[src/rtl/song_sequencer_pkg.sv]
// Shared definitions for the song sequencer: one-hot state encodings,
// default timing constants and a counter-width helper.
package song_sequencer_pkg;

    localparam int STATE_W = 4;

    localparam logic [STATE_W-1:0] ST_PAUSED  = 4'b0001;
    localparam logic [STATE_W-1:0] ST_PLAYING = 4'b0010;
    localparam logic [STATE_W-1:0] ST_FLUSH   = 4'b0100;
    localparam logic [STATE_W-1:0] ST_GAP     = 4'b1000;

    localparam int DEF_GAP_BEATS    = 48;
    localparam int DEF_FLUSH_CYCLES = 2;

    // Width able to hold 0..max_count; never narrower than one bit.
    function automatic int cnt_width(input int max_count);
        return (max_count < 1) ? 1 : $clog2(max_count + 1);
    endfunction

endpackage

[src/rtl/song_sequencer_gap_timer.sv]
// Beat-strobed gap counter. expire pulses in the cycle whose beat brings the
// count up to GAP_BEATS, so the owner can leave the gap on the next edge.
module gap_timer
    import song_sequencer_pkg::*;
#(
    parameter int GAP_BEATS = DEF_GAP_BEATS
) (
    input  logic clk,
    input  logic reset,
    input  logic clear,
    input  logic enable,
    input  logic beat,
    output logic expire
);

    localparam int CW = cnt_width(GAP_BEATS);
    localparam logic [CW-1:0] TERM = CW'(GAP_BEATS);
    localparam logic [CW-1:0] LAST = CW'(GAP_BEATS - 1);

    logic [CW-1:0] count_q;

    // Saturates at TERM so a long stall in the gap can never wrap.
    always_ff @(posedge clk) begin
        if (reset || clear) begin
            count_q <= '0;
        end else if (enable && beat && (count_q != TERM)) begin
            count_q <= count_q + CW'(1);
        end
    end

    assign expire = enable && beat && (count_q == LAST);

endmodule

[src/rtl/song_sequencer.sv]
// Play/pause and song-change controller between the button front-end and the
// song reader / note players. All outputs decode directly from state.
module song_sequencer
    import song_sequencer_pkg::*;
#(
    parameter int NUM_SONGS    = 4,
    parameter int SONG_W       = 2,
    parameter int GAP_BEATS    = DEF_GAP_BEATS,
    parameter int FLUSH_CYCLES = DEF_FLUSH_CYCLES,
    parameter bit LOOP         = 1'b1
) (
    input  logic              clk,
    input  logic              reset,
    input  logic              play_button,
    input  logic              next_button,
    input  logic              prev_button,
    input  logic              beat,
    input  logic              song_done,
    output logic              play,
    output logic [SONG_W-1:0] song,
    output logic              reset_player,
    output logic              in_gap
);

    localparam int FLUSH_W = cnt_width(FLUSH_CYCLES);
    localparam logic [FLUSH_W-1:0] FLUSH_LAST = FLUSH_W'(FLUSH_CYCLES - 1);
    localparam logic [SONG_W-1:0]  SONG_LAST  = SONG_W'(NUM_SONGS - 1);

    logic [STATE_W-1:0] state_q;
    logic [STATE_W-1:0] state_d;
    logic [STATE_W-1:0] resume_q;
    logic [STATE_W-1:0] resume_d;
    logic [SONG_W-1:0]  song_q;
    logic [SONG_W-1:0]  song_d;
    logic [SONG_W-1:0]  song_inc;
    logic [SONG_W-1:0]  song_dec;
    logic [SONG_W-1:0]  skip_song;
    logic [FLUSH_W-1:0] flush_q;
    logic               song_done_q;
    logic               done_evt;
    logic               skip;
    logic               gap_expire;

    assign song_inc  = (song_q == SONG_LAST) ? '0 : song_q + SONG_W'(1);
    assign song_dec  = (song_q == '0) ? SONG_LAST : song_q - SONG_W'(1);
    assign skip      = next_button || prev_button;
    assign skip_song = next_button ? song_inc : song_dec;
    assign done_evt  = song_done && !song_done_q;

    always_comb begin
        state_d  = state_q;
        resume_d = resume_q;
        song_d   = song_q;
        case (state_q)
            ST_PAUSED: begin
                if (skip) begin
                    song_d   = skip_song;
                    state_d  = ST_FLUSH;
                    resume_d = ST_PAUSED;
                end else if (play_button) begin
                    state_d = ST_PLAYING;
                end
            end
            ST_PLAYING: begin
                if (skip) begin
                    song_d   = skip_song;
                    state_d  = ST_FLUSH;
                    resume_d = ST_PLAYING;
                end else if (play_button) begin
                    state_d = ST_PAUSED;
                end else if (done_evt) begin
                    // Auto-advance; without LOOP the last song parks at song 0.
                    song_d   = song_inc;
                    state_d  = ST_FLUSH;
                    resume_d = (song_q == SONG_LAST && !LOOP) ? ST_PAUSED : ST_GAP;
                end
            end
            ST_FLUSH: begin
                if (flush_q == FLUSH_LAST) begin
                    state_d = (resume_q == ST_GAP && GAP_BEATS == 0) ? ST_PLAYING : resume_q;
                end
            end
            ST_GAP: begin
                if (skip) begin
                    song_d   = skip_song;
                    state_d  = ST_FLUSH;
                    resume_d = ST_PLAYING;
                end else if (play_button) begin
                    state_d = ST_PAUSED;
                end else if (gap_expire) begin
                    state_d = ST_PLAYING;
                end
            end
            default: state_d = ST_PAUSED;
        endcase
    end

    always_ff @(posedge clk) begin
        if (reset) begin
            state_q     <= ST_PAUSED;
            resume_q    <= ST_PAUSED;
            song_q      <= '0;
            flush_q     <= '0;
            song_done_q <= 1'b0;
        end else begin
            state_q     <= state_d;
            resume_q    <= resume_d;
            song_q      <= song_d;
            song_done_q <= song_done;
            flush_q     <= (state_q == ST_FLUSH && state_d == ST_FLUSH) ?
                           flush_q + FLUSH_W'(1) : '0;
        end
    end

    gap_timer #(
        .GAP_BEATS(GAP_BEATS)
    ) u_gap_timer (
        .clk   (clk),
        .reset (reset),
        .clear (state_q != ST_GAP),
        .enable(state_q == ST_GAP),
        .beat  (beat),
        .expire(gap_expire)
    );

    assign play         = (state_q == ST_PLAYING);
    assign reset_player = (state_q == ST_FLUSH);
    assign in_gap       = (state_q == ST_GAP);
    assign song         = song_q;

endmodule
[config.mk]
export PLATFORM = sky130hd
export DESIGN_NAME = song_sequencer
export DESIGN_NICKNAME = d
export VERILOG_FILES = /design/src/rtl/song_sequencer_pkg.sv /design/src/rtl/song_sequencer_gap_timer.sv /design/src/rtl/song_sequencer.sv
export SDC_FILE = /design/constraint.sdc
export NUM_CORES = 1
export LEC_CHECK = 0
export ABC_AREA = 1
export CELL_PAD_IN_SITES_DETAIL_PLACEMENT = 0
export CELL_PAD_IN_SITES_GLOBAL_PLACEMENT = 2
export CORE_ASPECT_RATIO = 2
export CORE_MARGIN = 5
export CORE_UTILIZATION = 30
export DETAILED_ROUTE_END_ITERATION = 10
export DONT_BUFFER_PORTS = 1
export GPL_TIMING_DRIVEN = 1
export PLACE_DENSITY_LB_ADDON = 0.1
export REMOVE_ABC_BUFFERS = 1
export SETUP_SLACK_MARGIN = 0.2
export SYNTH_ARGS = -nofsm -noshare
export SYNTH_HDL_FRONTEND = slang
export SYNTH_SLANG_ARGS = --single-unit
[constraint.sdc]
create_clock -name clk -period 1.12 [get_ports clk]
set_clock_uncertainty 0.05 [all_clocks]
set_input_delay 0.112 -clock clk [delete_from_list [all_inputs] [get_ports clk]]
set_output_delay 0.112 -clock clk [all_outputs]
set_load 0.02 [all_outputs]
**Word level (Yosys, flattened, before mapping)**

Cells that the tools add are included.

- Add/subtract/negate cells: 4
- Equal/unequal tests: 15
- Mux-type cells: 24
- Bitwise operators: 1
- Reductions and logical operators: 15

Operators by type and width:

| operator | number |
|---|---|
| 4-bit 2-to-1 mux | 14 |
| 4-bit one-hot mux with 4 select lines | 1 |
| 2-bit 2-to-1 mux | 7 |
| 4-bit one-hot mux with 3 select lines | 1 |
| 4-bit by 3-bit equality test with 1-bit output (second input constant) | 2 |
| 6-bit by 1-bit adder with 6-bit output (second input constant) | 1 |
| 6-bit equality test (second input constant) | 1 |
| 6-bit inequality test (second input constant) | 1 |
| 1-bit logical AND | 5 |
| 5-bit AND reduction | 1 |
| 2-bit by 1-bit adder with 2-bit output (second input constant) | 2 |
| 4-bit by 1-bit equality test with 1-bit output (second input constant) | 1 |
| 4-bit by 2-bit equality test with 1-bit output (second input constant) | 1 |
| 4-bit equality test (second input constant) | 1 |
| 2-bit inequality test (second input constant) | 2 |
| 4-bit inequality test (second input constant) | 1 |
| 2-bit one-hot mux with 2 select lines | 1 |
| 4-bit AND reduction | 1 |
| 2-bit OR reduction | 2 |
| 3-bit by 1-bit inequality test with 1-bit output (second input constant) | 1 |
| 3-bit by 2-bit inequality test with 1-bit output (second input constant) | 1 |
| 3-bit nonzero test | 1 |
| 2-bit by 1-bit equality test with 1-bit output (second input constant) | 1 |
| 2-bit equality test (second input constant) | 1 |
| 7 further kinds | 8 |

- Register bits: 19
- Input port bits: 7
- Output and inout bits: 5
- Word-level logic and storage cells: 65

**Longest topological paths before layout**

Gate-level depths: netlist of run 1.

- Depth after elaboration: 11
- Depth in mapped cells: 10
- Mapped depth without buffers: 10

**Modules after synthesis**

A second synthesis of run 1 with hierarchy kept.

- Cells, all modules: 174
- Area, all modules: 1166.1 µm²

By module, submodules not included:

| module | instances | cells each | area each (µm²) | sequential area each (µm²) |
|---|---|---|---|---|
| song_sequencer | 1 | 123 | 805.8 | 240.2 |
| gap_timer | 1 | 51 | 360.3 | 120.1 |

**Worst setup path after synthesis of run 1**

Ideal clock, no wire load.

- Path kind: register -> register
- Start point: register song_q[0] (netlist: song[0])
- End point: register song_q[1] (netlist: song[1])
- Library setup time: 0.113 ns
- Arrival: 1.177 ns
- Required time: 0.957 ns
- Slack: -0.220 ns
- Stages on the path, launching flop included: 9
- Path buffers: 0
- Path through: dfxtp_1 ha_1 xnor2_1 nand2_1 nand2_1 nand2_1 nand2_1 nor2_1 nor2_1

- Cells in the longest elaborated chain, start to end: 6
- Elaborated cells on any way between the ends: 12
- Those cells by class: add/sub: 2; eq/ne: 1; mux: 8; reduce/logical: 1

RTL lines:

| item | line | text |
|---|---|---|
| start, declared | song_sequencer.sv:33 | `logic [SONG_W-1:0] song_q;` |
| start signal, assigned | song_sequencer.sv:108 | `song_q <= song_d;` |
| 2-bit by 1-bit adder with 2-bit output or 2-bit equality test (tied branches) | -- |  |
| 2-bit 2-to-1 mux | song_sequencer.sv:44 | `assign song_inc = (song_q == SONG_LAST) ? '0 : song_q + SONG_W'(1);` |
| 2-bit 2-to-1 mux | song_sequencer.sv:71 | `end else if (done_evt) begin` |
| 2-bit 2-to-1 mux | song_sequencer.sv:69 | `end else if (play_button) begin` |
| 2-bit 2-to-1 mux | song_sequencer.sv:65 | `if (skip) begin` |
| 2-bit one-hot mux with 2 select lines * | song_sequencer.sv:54 | `case (state_q)` |

Every way passes the cells marked *; elsewhere a longest branch is shown, timed or not. The select of a mux whose other input is x is not followed.
A chain may end at the register's enable or synchronous reset.

**Worst setup path after layout of run 1**

- Start point: register state_q[1]
- End point: register resume_q[1]

- Cells in the longest elaborated chain, start to end: 3
- Elaborated cells on any way between the ends: 10
- Those cells by class: eq/ne: 7; mux: 1; reduce/logical: 2

RTL lines:

| item | line | text |
|---|---|---|
| start, declared | song_sequencer.sv:29 | `logic [STATE_W-1:0] state_q;` |
| start signal, assigned | song_sequencer.sv:106 | `state_q <= state_d;` |
| 4-bit by 2-bit equality test with 1-bit output, or another cell as far along | song_sequencer.sv:54 |  |
| 3-bit by 1-bit inequality test with 1-bit output (no line), or another cell as far along | -- |  |
| 5-bit AND reduction (no line) | -- |  |
| end signal, assigned | song_sequencer.sv:107 | `resume_q <= resume_d;` |
| end, declared | song_sequencer.sv:31 | `logic [STATE_W-1:0] resume_q;` |

Several ways; a longest one is shown, not always the timed one.

==> results.txt, run 1 <==
Inst Count DP - 234
Rows - 31
CP top delay family - simple AND/OR/NAND/NOR gates
Worst Tran Pin Value - 0.417 ns
post-detailed-route DRC marker count - 0
Lkg Pwr - 0.705 nW
area of the core - 0.00361 mm²
DIE HEIGHT - 95.9 µm
Required @ worst endpoint - 1.20 ns
worst hold path type - primary input to register
total number of vias - 1122
Yosys reg bits - 18
Fmax - 749 MHz
Worst setup EP type - register
Final min period - 1.34 ns
post-synthesis simple-gate area fraction - 40.0%
largest family of logic cells by synthesized area - simple AND/OR/NAND/NOR gates
peak supply drop - 0.543 mV
Fin Hold WS - 0.0152 ns
Mapped Area - 0.00111 mm²
Final Instance Count excl. Fillers - 248
most common cell after layout, fill and taps aside - nand2_1
mux cell area share after synthesis - 0%
number of global-route vias before repair - 1178
First DRT Iteration DRCs - 13
largest net degree at the start of global routing - 10
CP most frequent cell - nand2_4
Slowest-stage cell, CP - dfxtp_4
clk buf depth - 2
first-pass GRT wire length - 5400 µm
CTS tree - yes
ant diodes - 0
Relative slew margins - 72.2%
yosys warns - 0
worst-path cell chain - inv_4, nor2_4, nand2_4, inv_4, buf_6, nand2_4, nand2_4, nand2_8, nand2_2, a21oi_2
Placement Cell Area - 0.00132 mm²
Buf+Inv Stages, Crit Path - 3
Synth Area in XOR/XNOR - 3.16%
setup slack after layout - -0.215 ns
initial antenna violation count - 0
mean post-synth cell area - 6.75 µm²
Synth-to-Final Area Change - 52.2%
dpl hpwl - 2530 µm
WS Path Type - register to register
Num Clock Sinks - 18
ANT nets after route - 0
Starting Density - 30.7%
CTS Buf Count - 3
total global-route track usage - 15.3%
DIE WIDTH - 53.0 µm
Setup crit start kind - register
Setup-failing EPs final - 18
GPL Wtd Cong - 0.863
post-layout util - 46.7%
Final #Nets - 212
Final Slew Violations - 0
status - finished with violations
clk_lat worst skew - 0.26 ns
unrepaired setup endpoints after global routing - true
H-tree levels - 1
I/O pin total - 12
Vias/cell - 4.52
CTS root buf - clkbuf_8
Max stage delay on crit path - 0.38 ns
share of layout cells above drive strength 1 - 44.7%
Design Area, Final - 0.00169 mm²
failing checks - setup timing
PD cells - 1110 mW/mm²
CTS clk-pin slew, worst paths - 0.07 ns
crit path max fanout - 7
Distinct cells, synth - 22
WL/cell - 13.4 µm
Max Cap Violations - 0
final wirelength - 3330 µm
Compound-Gate Fraction of Synth Area - 9.83%
adder-cell share of the synthesized area - 4.52%
fin crit share - 119%
Final Hold Viols - 0
post-synthesis cell count - 164
die area - 0.00508 mm²
TritonRoute pass-1 iters - 4
most frequent cells in the layout - nand2_1, buf_4, inv_1, nor2_1, dfxtp_1
Worst Path Arrival - 1.41 ns
global route overflow - 0
port bufs - 0
sequential area share after synthesis - 32.5%
## metrics by stage
step	setup slack, ns	power, W	TNS [ns]
CTS	-0.197	0.00173	-3.07
global placement	-0.203	0.00120	-2.65
detailed placement	-0.236	0.00120	-2.78
finish	-0.215	0.00186	-3.21
global route	-0.282	0.00198	-4.46
floorplan	-0.220	0.00101	-0.677
## metal layers
layer	global-route usage (%)	up-vias	part of all wire (%)
met5	0	-	0
met4	11.5	0	6.0
met3	2.02	11	2.1
met2	29.8	17	61
met1	13.0	514	31
li1	-	580	-
## area by class of cell
cell class | count | area, µm²
Inverter | 26 | 115
Tap cell | 49 | 61.3
Multi-Input combinational cell | 119 | 797
Timing Repair Buffer | 33 | 292
Fill cell | 392 | 1920
Clock buffer | 3 | 41.3
Sequential cell | 18 | 379
## worst register-to-register path: cells and delay by family (launching register included)
| kind | cells | cell delay (ns) |
|---|---|---|
| flip-flops | 1 | 0.38 |
| AO/OA/AOI/OAI | 1 | 0.04 |
| buffers and inverters | 3 | 0.23 |
| AND/OR/NAND/NOR | 6 | 0.50 |
## flip-flops by register name, indices dropped and copies added (netlist names)
register and cells:
u_gap_timer.count_q 6, state_q 4, resume_q 3, flush_q 2
song 2, song_done_q 1
## Yosys cell counts
cell / count / area share, %
a21oi_1: 11 / 5.0
a21oi_2: 2 / 1.6
a31oi_1: 1 / 0.57
buf_6: 1 / 1.0
clkinv_2: 1 / 0.45
dfxtp_1: 18 / 33
ha_1: 4 / 4.5
inv_1: 22 / 7.5
inv_2: 3 / 1.0
nand2_1: 40 / 14
nand2_2: 4 / 2.3
nand2_4: 3 / 3.1
nand3_1: 11 / 5.0
nand3_2: 2 / 1.8
nand4_1: 1 / 0.57
nor2_1: 21 / 7.1
nor2_2: 3 / 1.7
nor2_4: 4 / 4.1
nor3_1: 2 / 0.90
o21ai_0: 6 / 2.7
xnor2_1: 1 / 0.79
xor2_1: 3 / 2.4
## worst paths after layout
path                                             from                  endpoint  slack, ns  cells after the start
worst max register to register  state_q[1]$_SDFF_PP0_  resume_q[1]$_SDFFE_PP0P_      -0.22                     10
worst max-delay path            state_q[1]$_SDFF_PP0_  resume_q[1]$_SDFFE_PP0P_      -0.22                     10
worst min-delay path                      play_button     state_q[0]$_SDFF_PP1_       0.02                      4
worst min register to register  flush_q[0]$_SDFF_PP0_     flush_q[0]$_SDFF_PP0_       0.38                      1
## report_power, final
group          switching, W  internal, W
logic              0.000347     0.000322
registers         0.0000514     0.000683
clock network      0.000222     0.000239
total              0.000621      0.00124
## repair_timing
item / in CTS / in global routing
endpoints found under the setup margin: 20 / 22
buffers inserted: 6 / 2
pin swaps: 8 / 11
resized for setup: 35 / 32
hold buffers: 3 / 0
endpoints found under the hold margin: 7 / 0
## kinds of logic (layout without fill, tap and decap cells)
kind of cell | count (synthesis) | after routing
adders and majority gates | 4 | 4
xor gates and xnor gates | 4 | 4
buffers and inverters | 27 | 62
DFF | 18 | 18
and+or+nand+nor | 91 | 91
AOI/OAI and AO/OA | 20 | 20
No activity file was read; power rests on OpenSTA's default activity.
==> run 2, diff against run 1 <==
--- a/config.mk
+++ b/config.mk
@@ -6,13 +6,13 @@
 export NUM_CORES = 1
 export LEC_CHECK = 0
 export ABC_AREA = 1
+export BUFFER_PORTS_ARGS = -buffer_cell sky130_fd_sc_hd__buf_2
 export CELL_PAD_IN_SITES_DETAIL_PLACEMENT = 0
 export CELL_PAD_IN_SITES_GLOBAL_PLACEMENT = 2
 export CORE_ASPECT_RATIO = 2
 export CORE_MARGIN = 5
-export CORE_UTILIZATION = 30
+export CORE_UTILIZATION = 25
 export DETAILED_ROUTE_END_ITERATION = 10
-export DONT_BUFFER_PORTS = 1
 export GPL_TIMING_DRIVEN = 1
 export PLACE_DENSITY_LB_ADDON = 0.1
 export REMOVE_ABC_BUFFERS = 1
==> results.txt, run 2 (same netlist as run 1, synthesis figures left out) <==
Lkg Pwr - 0.720 nW
First DRT Iteration DRCs - 10
Setup crit start kind - register
Final Hold Viols - 0
Required @ worst endpoint - 0.96 ns
Reg with most FFs - u_gap_timer.count_q
I/O pin total - 12
Num Clock Sinks - 18
crit path from - state_q[0]$_SDFF_PP1_
PD cells - 1120 mW/mm²
CTS root buf - clkbuf_8
WL/cell - 12.0 µm
Worst Tran Pin Value - 0.232 ns
R2R Path End - u_gap_timer.count_q[2]$_SDFFE_PP0P_
port bufs - 11
fin crit share - 119%
Fmax - 751 MHz
number of global-route vias before repair - 1221
largest net degree at the start of global routing - 11
first-pass GRT wire length - 5530 µm
share of layout cells above drive strength 1 - 46.4%
unrepaired setup endpoints after global routing - true
die area - 0.00594 mm²
DIE HEIGHT - 104 µm
GPL Wtd Cong - 0.803
crit path to - play
total global-route track usage - 11.9%
Synth-to-Final Area Change - 54.4%
Rows - 34
Starting Density - 25.5%
Worst setup EP type - output pin
dpl hpwl - 2540 µm
final wirelength - 3140 µm
Worst Path Arrival - 1.17 ns
CTS Buf Count - 3
Max Cap Violations - 0
failing checks - setup timing
clk buf depth - 2
ANT nets after route - 0
Final #Nets - 219
R2R setup slack - -0.17 ns
hold path start - song_done
WS Path Type - register to output pin
CTS clk-pin slew, worst paths - 0.08 ns
clk_lat worst skew - 0.26 ns
Final min period - 1.33 ns
area of the core - 0.00434 mm²
Final Slew Violations - 0
ant diodes - 0
global route overflow - 0
total number of vias - 1148
status - finished with violations
largest registers - u_gap_timer.count_q (6), state_q (4), resume_q (3)
Relative slew margins - 84.4%
TritonRoute pass-1 iters - 4
CTS Hold Buffers Added - 0
post-detailed-route DRC marker count - 0
crit path max fanout - 3
most common cell after layout, fill and taps aside - nand2_1
initial antenna violation count - 0
Inst Count DP - 252
Setup-failing EPs final - 18
setup slack after layout - -0.211 ns
max reg flops - 6
DIE WIDTH - 57.1 µm
worst reg2reg startpoint - state_q[0]$_SDFF_PP1_
worst hold path type - primary input to register
post-layout util - 39.4%
reg2reg path depth - 8
CTS tree - yes
Fin Hold WS - 0.0163 ns
Final Instance Count excl. Fillers - 261
Vias/cell - 4.40
H-tree levels - 1
peak supply drop - 0.736 mV
most frequent cells in the layout - nand2_1, buf_4, inv_1, nor2_1, buf_6
run 2: report_power, final:
| group | switching [W] | internal [W] |
|---|---|---|
| logic | 0.000330 | 0.000315 |
| clock network | 0.000226 | 0.000312 |
| registers | 0.0000515 | 0.000684 |
| total | 0.000608 | 0.00131 |
run 2: final cells by class:
class,instances,area (µm²)
Fill cell,484,2630
Inverter,26,110
Tap cell,54,67.6
Timing Repair Buffer,40,330
Clock buffer,4,55.1
Multi-Input combinational cell,119,767
Sequential cell,18,379
run 2: worst max-delay path: stages, from the launching register on:
cell	delay, ns
dfxtp_2	0.35
buf_6	0.13
nor2_4	0.08
nand2_2	0.07
inv_2	0.08
buf_6	0.10
buf_6	0.11
run 2: layer usage:
metal / share of wire, % / routed length, µm / vias up / global-route usage, %
li1: - / - / 599 / -
met1: 33 / 1040 / 527 / 11.3
met2: 61 / 1920 / 16 / 23.2
met3: 2.5 / 79 / 6 / 1.49
met4: 3.1 / 98 / 0 / 5.80
met5: 0 / 0 / - / 0
run 2: repair_timing:
| action | CTS | global route |
|---|---|---|
| gates resized for setup | 53 | 14 |
| setup endpoints to repair | 22 | 22 |
| buffers inserted | 4 | 1 |
| pin swaps | 9 | 6 |
run 2: worst min-delay path by stage:
stage | to | slack (ns) | depth (start not counted)
6_report | song_done_q$_SDFF_PP0_ | 0.02 | 3
2_1_floorplan | resume_q[1]$_SDFFE_PP0P_ | 0.12 | 1
3_5_place_dp | song_done_q$_SDFF_PP0_ | 0.28 | 3
3_3_place_gp | song_done_q$_SDFF_PP0_ | 0.28 | 3
4_1_cts | song_done_q$_SDFF_PP0_ | 0.005 | 3
5_1_grt | song_done_q$_SDFF_PP0_ | 0.03 | 3
run 2: metrics by stage:
stage               area [µm²]  TNS [ns]  total power (W)  setup slack, ns
floorplan                 1100    -0.677          0.00101           -0.220
detailed placement        1400     -2.80          0.00121           -0.236
CTS                       1660     -2.92          0.00190           -0.213
global placement          1400     -3.00          0.00122           -0.234
finish                    1710     -2.38          0.00192           -0.211
global route              1710     -4.13          0.00204           -0.289
==> run 3, diff against run 2 <==
--- a/config.mk
+++ b/config.mk
@@ -16,7 +16,6 @@
 export GPL_TIMING_DRIVEN = 1
 export PLACE_DENSITY_LB_ADDON = 0.1
 export REMOVE_ABC_BUFFERS = 1
-export SETUP_SLACK_MARGIN = 0.2
 export SYNTH_ARGS = -nofsm -noshare
 export SYNTH_HDL_FRONTEND = slang
 export SYNTH_SLANG_ARGS = --single-unit
==> results.txt, run 3 (same netlist as run 1, synthesis figures left out) <==
Lkg Pwr - 0.710 nW
die area - 0.00594 mm²
WL/cell - 12.1 µm
highest routed layer - met4
Fmax - 751 MHz
Tot Pwr - 0.00188 W
max reg flops - 6
CTS root buf - clkbuf_8
unrepaired setup endpoints after global routing - true
routed wl met2 - 1930 µm
Final Slew Violations - 0
Slowest-stage cell, CP - dfxtp_2
Worst setup EP type - output pin
fin crit share - 119%
worst reg2reg startpoint - state_q[0]$_SDFF_PP1_
Max stage delay on crit path - 0.35 ns
DIE HEIGHT - 104 µm
Combinational Power Share - 32.4%
largest registers - u_gap_timer.count_q (6), state_q (4), resume_q (3)
Setup crit start kind - register
Setup-failing EPs final - 18
R2R Path End - u_gap_timer.count_q[2]$_SDFFE_PP0P_
reg2reg path depth - 8
ANT nets after route - 0
crit path from - state_q[0]$_SDFF_PP1_
Worst Path Arrival - 1.17 ns
Max Cap Violations - 0
H-tree levels - 1
CTS Hold Buffers Added - 0
post-detailed-route DRC marker count - 0
share of layout cells above drive strength 1 - 45.6%
Synth-to-Final Area Change - 51.8%
I/O pin total - 12
Sw Share - 32.1%
CP most frequent cell - buf_6
Final #Nets - 218
Clk network pwr share - 28.7%
status - finished with violations
WL met1 - 1040 µm
first-pass GRT wire length - 5560 µm
P_int - 0.00127 W
Final Hold Viols - 0
total global-route track usage - 12.0%
setup slack after layout - -0.211 ns
worst-path cell chain - buf_6, nor2_4, nand2_2, inv_2, buf_6, buf_6
Rows - 34
WS Path Type - register to output pin
clk buf depth - 2
worst hold path type - primary input to register
CP Depth - 6
peak supply drop - 0.712 mV
Required @ worst endpoint - 0.96 ns
Buf+Inv Stages, Crit Path - 4
Seq. cell area - 378 µm²
final wirelength - 3140 µm
Num Clock Sinks - 18
GPL Wtd Cong - 0.803
dpl hpwl - 2540 µm
crit path max fanout - 3
post-layout util - 38.7%
CTS tree - yes
Starting Density - 25.5%
number of global-route vias before repair - 1230
area of the core - 0.00434 mm²
failing checks - setup timing
crit path to - play
TritonRoute pass-1 iters - 4
most frequent cells in the layout - nand2_1, buf_4, inv_1, nor2_1, dfxtp_1
PD cells - 1120 mW/mm²
most common cell after layout, fill and taps aside - nand2_1
Final min period - 1.33 ns
R2R setup slack - -0.17 ns
area of the multi-input gates - 767 µm²
largest net degree at the start of global routing - 11
Reg with most FFs - u_gap_timer.count_q
initial antenna violation count - 0
clk_lat worst skew - 0.26 ns
Setup WS pre-CTS - -0.236 ns
CTS Buf Count - 3
DIE WIDTH - 57.1 µm
sequential power share - 38.9%
ant diodes - 0
WL met3 - 79 µm
total number of vias - 1146
First DRT Iteration DRCs - 12
port bufs - 11
CP top delay family - buffers and inverters
# fillers - 487
switching power total - 0.000602 W
CTS clk-pin slew, worst paths - 0.08 ns
Worst Tran Pin Value - 0.232 ns
global route overflow - 0
Vias/cell - 4.41
Relative slew margins - 84.4%
run 3: layer usage:
metal,track usage [%],vias to the layer above
met1,11.3,527
met3,1.49,6
met2,23.6,16
met5,0,-
met4,5.80,0
li1,-,597
run 3: worst reg2reg max path, delay by kind of cell (launching register included):
kind / cells / cell delay (ns)
simple gates: 5 / 0.53
flops: 1 / 0.35
compound gates: 1 / 0.12
buf+inv: 2 / 0.19
run 3: worst min-delay path by stage:
stage | to | startpoint | depth (start not counted) | slack, ns
floorplan | resume_q[1]$_SDFFE_PP0P_ | reset | 1 | 0.12
global placement | song_done_q$_SDFF_PP0_ | song_done | 3 | 0.28
detailed placement | song_done_q$_SDFF_PP0_ | song_done | 3 | 0.28
CTS | song_done_q$_SDFF_PP0_ | song_done | 3 | 0.005
global route | song_done_q$_SDFF_PP0_ | song_done | 3 | 0.03
finish | song_done_q$_SDFF_PP0_ | song_done | 3 | 0.02
run 3: layout make-up:
class / count / share of cell area (%)
Multi-Input combinational cell: 119 / 45.6
Clock buffer: 4 / 3.28
Inverter: 26 / 6.55
Timing Repair Buffer: 39 / 18.0
Sequential cell: 18 / 22.5
Tap cell: 54 / 4.02
run 3: stage by stage:
stage	std cells	hold WS, ns	instance area, µm²	TNS, ns
final	260	0.0163	1680	-2.38
after global routing	260	0.0277	1680	-4.13
after CTS	260	0.00531	1640	-2.92
after detailed placement	252	0.283	1400	-2.80
after global placement	252	0.282	1400	-3.00
after floorplan	163	0.124	1100	-0.677
run 3: what timing repair did:
| action | in CTS | in global routing |
|---|---|---|
| gates resized for setup | 46 | 14 |
| pin swaps | 9 | 6 |
| hold endpoints to repair | 0 | 0 |
| buffers inserted | 4 | 0 |
| endpoints found under the setup margin | 20 | 20 |
run 3: power by group through the flow:
stage | clock [W] | sequential (W) | combinational, W
floorplan | 0 | 0.000743 | 0.000270
global placement | 0 | 0.000725 | 0.000494
detailed placement | 0 | 0.000724 | 0.000489
CTS | 0.000573 | 0.000729 | 0.000566
global route | 0.000588 | 0.000734 | 0.000676
finish | 0.000539 | 0.000729 | 0.000607
